[src/rtl/abb_pkg.sv]
// Shared definitions for the A-B-B burst scheduler.
// Holds symbol encodings, scheduler FSM states and detector progress states.
package abb_pkg;

    localparam logic [1:0] SYM_A   = 2'b00;
    localparam logic [1:0] SYM_B   = 2'b01;
    localparam logic [1:0] SYM_C   = 2'b11;
    localparam logic [1:0] SYM_INV = 2'b10;

    typedef enum logic [1:0] {
        ST_IDLE  = 2'd0,
        ST_RUN   = 2'd1,
        ST_DRAIN = 2'd2
    } state_t;

    typedef enum logic [1:0] {
        DET_NONE = 2'd0,
        DET_A    = 2'd1,
        DET_AB   = 2'd2
    } det_t;

endpackage

[src/rtl/abb_det.sv]
// A-B-B sequence detector with registered match output.
// Ports: clock, reset, clear (progress flush), valid/sym (symbol in), match (out).
module abb_det
    import abb_pkg::*;
(
    input  logic       clock,
    input  logic       reset,
    input  logic       clear,
    input  logic       valid,
    input  logic [1:0] sym,
    output logic       match
);

    det_t prog;

    always_ff @(posedge clock) begin
        if (reset || clear) begin
            prog  <= DET_NONE;
            match <= 1'b0;
        end else begin
            match <= 1'b0;
            if (valid) begin
                unique case (sym)
                    SYM_A: prog <= DET_A;
                    SYM_B: begin
                        if (prog == DET_A) begin
                            prog <= DET_AB;
                        end else if (prog == DET_AB) begin
                            // completed A,B,B; progress restarts from nothing
                            prog  <= DET_NONE;
                            match <= 1'b1;
                        end else begin
                            prog <= DET_NONE;
                        end
                    end
                    default: prog <= DET_NONE;
                endcase
            end
        end
    end

endmodule

[src/rtl/abb_sched.sv]
// Two-source burst scheduler: round-robin grant, A-B-B match counting per burst.
// Ports: clock/reset, req/sym/last per source, gnt per source, done + result fields.
module abb_sched
    import abb_pkg::*;
#(
    parameter int HIT_W = 4
) (
    input  logic             clock,
    input  logic             reset,
    input  logic             req0,
    input  logic             req1,
    input  logic [1:0]       sym0,
    input  logic [1:0]       sym1,
    input  logic             last0,
    input  logic             last1,
    output logic             gnt0,
    output logic             gnt1,
    output logic             done,
    output logic             done_src,
    output logic [HIT_W-1:0] done_hits,
    output logic             done_err
);

    localparam logic [HIT_W-1:0] HIT_MAX = {HIT_W{1'b1}};

    state_t           state;
    logic             rr;
    logic             owner;
    logic [HIT_W-1:0] hits;
    logic             err;

    logic             cons;
    logic [1:0]       cur_sym;
    logic             cur_last;
    logic             pick;
    logic             start;
    logic             match;
    logic [HIT_W-1:0] hits_nx;

    always_comb begin
        cur_sym  = owner ? sym1 : sym0;
        cur_last = owner ? last1 : last0;
        cons     = (state == ST_RUN) &&
                   (owner ? (req1 && gnt1) : (req0 && gnt0));
        start    = (state == ST_IDLE) && (req0 || req1);
        pick     = rr;
        if (req0 && !req1) begin
            pick = 1'b0;
        end else if (req1 && !req0) begin
            pick = 1'b1;
        end
        hits_nx = hits;
        if (match && (hits != HIT_MAX)) begin
            hits_nx = hits + HIT_W'(1);
        end
    end

    abb_det u_det (
        .clock (clock),
        .reset (reset),
        .clear (start),
        .valid (cons),
        .sym   (cur_sym),
        .match (match)
    );

    always_ff @(posedge clock) begin
        if (reset) begin
            state     <= ST_IDLE;
            rr        <= 1'b0;
            owner     <= 1'b0;
            gnt0      <= 1'b0;
            gnt1      <= 1'b0;
            hits      <= '0;
            err       <= 1'b0;
            done      <= 1'b0;
            done_src  <= 1'b0;
            done_hits <= '0;
            done_err  <= 1'b0;
        end else begin
            done <= 1'b0;
            unique case (state)
                ST_IDLE: begin
                    if (start) begin
                        owner <= pick;
                        gnt0  <= ~pick;
                        gnt1  <= pick;
                        hits  <= '0;
                        err   <= 1'b0;
                        state <= ST_RUN;
                    end
                end
                ST_RUN: begin
                    hits <= hits_nx;
                    if (cons && (cur_sym == SYM_INV)) begin
                        err <= 1'b1;
                    end
                    if (cons && cur_last) begin
                        gnt0  <= 1'b0;
                        gnt1  <= 1'b0;
                        state <= ST_DRAIN;
                    end
                end
                ST_DRAIN: begin
                    // a match from the final symbol lands here; fold it in
                    hits      <= hits_nx;
                    rr        <= ~owner;
                    done      <= 1'b1;
                    done_src  <= owner;
                    done_hits <= hits_nx;
                    done_err  <= err;
                    state     <= ST_IDLE;
                end
                default: state <= ST_IDLE;
            endcase
        end
    end

endmodule

[config.mk]
export PLATFORM = sky130hd
export DESIGN_NAME = abb_sched
export DESIGN_NICKNAME = d
export VERILOG_FILES = /design/src/rtl/abb_pkg.sv /design/src/rtl/abb_det.sv /design/src/rtl/abb_sched.sv
export SDC_FILE = /design/constraint.sdc
export NUM_CORES = 1
export LEC_CHECK = 0
export CAP_MARGIN = 10
export CORE_UTILIZATION = 51
export CTS_CLUSTER_SIZE = 12
export DETAILED_ROUTE_END_ITERATION = 8
export PLACE_DENSITY = 0.74
export SETUP_SLACK_MARGIN = 0.05
export SKIP_CTS_REPAIR_TIMING = 1
export SLEW_MARGIN = 40
export SYNTH_ARGS = -nofsm -noshare
export SYNTH_HDL_FRONTEND = slang
export SYNTH_SLANG_ARGS = --single-unit
[constraint.sdc]
create_clock -name clock -period 2.07 [get_ports clock]
set_input_delay 0.414 -clock clock [delete_from_list [all_inputs] [get_ports clock]]
set_output_delay 0.414 -clock clock [all_outputs]
set_load 0.01 [all_outputs]
==> flow_summary.ini <==
[timing]
slew_headroom_pct = 66.6
fmax_mhz = 574
maxSlewViolCount = 0
finalCriticalPeriod_ns = 1.74
grt_setup_unrepaired = false
hold_slack_ns = 0.460
fin_skew_ns = 0.0124
finalSetupViolations = 0
worst_pin_slew_ns = 0.501
final_hold_viol_count = 0
fin_tns_setup_ns = 0
period_share_pct = 84.1

[floorplanning]
die_h_um = 48.7
core_region_area_um2 = 2000
die_width_um = 48.7
start_util_pct = 55.6
io_pins = 19
die_area_um2 = 2370
rows = 16

[worst_hold_path]
hold_path.class = reg -> reg

[global_routing]
grt_max_degree = 12
grt_overflow_total = 0
antenna_found_initial = 0
grt_pass1_wl_um = 3990
grt_pass1_vias = 909
grt_util_all_layers_pct = 21.7

[worst_setup_path]
reg2reg_depth = 6
start_kind = register
timing.rr.start = state[1]
crit_start = state[1]
critPathArrivalTime_ns = 1.99
r2r_slack_ns = 0.33
cp-endpoint = hits[1]
r2r-end = hits[1]
end_kind = register
critPathRequiredTime_ns = 2.32
path_max_fanout = 8
worst-setup-path-type = reg -> reg

[place]
dp_hpwl_um = 1660
globalplace.congestion = 0.856
io_buffers = 18

[status]
outcome = complete, no violations

[synthesis]
ys_warn_count = 0
synth-main-ff-cell = dfxtp_1
ys_seq_elements = 21
yosysUniqueCellTypes = 39
synth-edff-count = 0
syn_nets = 140
syn_area_per_cell_um2 = 8.91
synthCells = 125
synthArstFlopShare_pct = 0
yosysSeqAreaShare_pct = 37.8
synthesis.area_um2 = 1110

[layout]
fillers = 175
final_common_cell = dfxtp_1
final_cell_mix = dfxtp_1 (21), clkdlybuf4s50_1 (18), nor2_1 (13)
synthToLayoutAreaGrowth_pct = 18.8
seq_area_um2 = 420
multi_input_area_um2 = 609
nets = 158
diodes = 0
drive_above_1_share_pct = 9.86

[job]
max_cap_viol_count = 0

[cts]
path_clk_slew_ns = 0.12
tritoncts = yes
cts.htree.levels = 1
numCtsBuffers = 3
clk_path_buf_depth = 2
cts_root_buf = clkbuf_4
clk-insertion-delay-late_ns = 0.31
cts.sinks = 21

[drt]
routed_via_density = 5.79
wl_met1_um = 1040
drc_errors = 0
drt_pass1_iterations = 4
wl_met3_um = 129
top_layer = met4
final_antenna_net_count = 0
initialDrtViolationCount = 23
vias = 978
wire_per_inst_um = 13.5
route.met2.wl_um = 1110
wirelength_um = 2280

[power]
p_leak_nw = 0.460
power_mw = 1.03
powerDensity_nw_per_um2 = 777
ir_drop_uv = 481
-- flip-flops by register name (all words and copies together), names as in the netlist --
signal / flops
err: 1
owner: 1
gnt0: 1
gnt1: 1
hits: 4
done: 1
u_det.prog: 2
state: 2
done_hits: 4
rr: 1
done_err: 1
u_det.match: 1
done_src: 1
-- area by class of cell --
type | count | share of cell area [%]
Timing Repair Buffer | 19 | 14.2
Tap cell | 27 | 2.55
Sequential cell | 21 | 31.8
Clock buffer | 4 | 1.99
Multi-Input combinational cell | 86 | 46.1
Inverter | 12 | 3.41
-- cells by family after synthesis --
| kind of cell | count (synthesis) | share of synthesized area [%] |
|---|---|---|
| muxes | 10 | 9.44 |
| AOI/OAI and AO/OA | 31 | 21.0 |
| DFF | 21 | 37.8 |
| xor gates and xnor gates | 1 | 0.787 |
| adders and majority gates | 5 | 5.62 |
| and+or+nand+nor | 39 | 17.9 |
| buffers and inverters | 18 | 7.53 |
-- cell usage after synthesis, types with 3 or more instances --
library cell,instances,area share [%]
nor2_1,13,4.4
o21ai_0,3,1.3
ha_1,5,5.6
clkbuf_1,3,1.0
a21oi_1,5,2.2
nand4_1,3,1.7
inv_1,12,4.0
nand3_1,8,3.6
mux2_2,3,3.0
mux2i_1,6,5.4
dfxtp_1,21,38
a32oi_1,3,2.4
nand2_1,4,1.3
a31oi_1,3,1.7
-- stage by stage --
step	utilization [%]	setup WS [ns]	cell area [um^2]	instances
finish	66.1	0.329	1320	169
global route	66.1	0.207	1320	169
CTS	66.1	0.333	1320	169
detailed placement	64.8	0.118	1300	165
global placement	64.8	0.174	1300	165
floorplan	-	0.545	1110	125
-- worst min-delay path by stage --
stage	startpoint	cells past startpoint	slack, ns	end
floorplan	u_det.prog[0]	1	0.42	u_det.match
global placement	u_det.prog[0]	1	0.44	u_det.match
detailed placement	u_det.prog[0]	1	0.44	u_det.match
CTS	u_det.prog[0]	1	0.46	u_det.match
global route	u_det.prog[0]	1	0.49	u_det.match
finish	u_det.prog[0]	1	0.46	u_det.match
-- layer usage --
| layer | GRT usage [%] | vias to the layer above |
|---|---|---|
| met5 | 0 | - |
| met4 | 8.33 | 0 |
| met3 | 6.29 | 2 |
| met1 | 26.1 | 459 |
| met2 | 36.1 | 30 |
| li1 | - | 487 |
-- critical path, cell delays in order (launching register included) --
cell      delay (ns)
dfxtp_1         0.33
inv_1           0.11
ha_1            0.36
or3b_1          0.50
o21ai_2         0.14
o21ai_2         0.07
a211oi_2        0.16
-- power by group --
part	total, mW	leakage, nW	internal, mW	switching [mW]
logic	0.354	0.275	0.159	0.195
clock network	0.201	0.0150	0.0753	0.125
registers	0.473	0.170	0.438	0.0349
(Power assumes the default switching activity.)
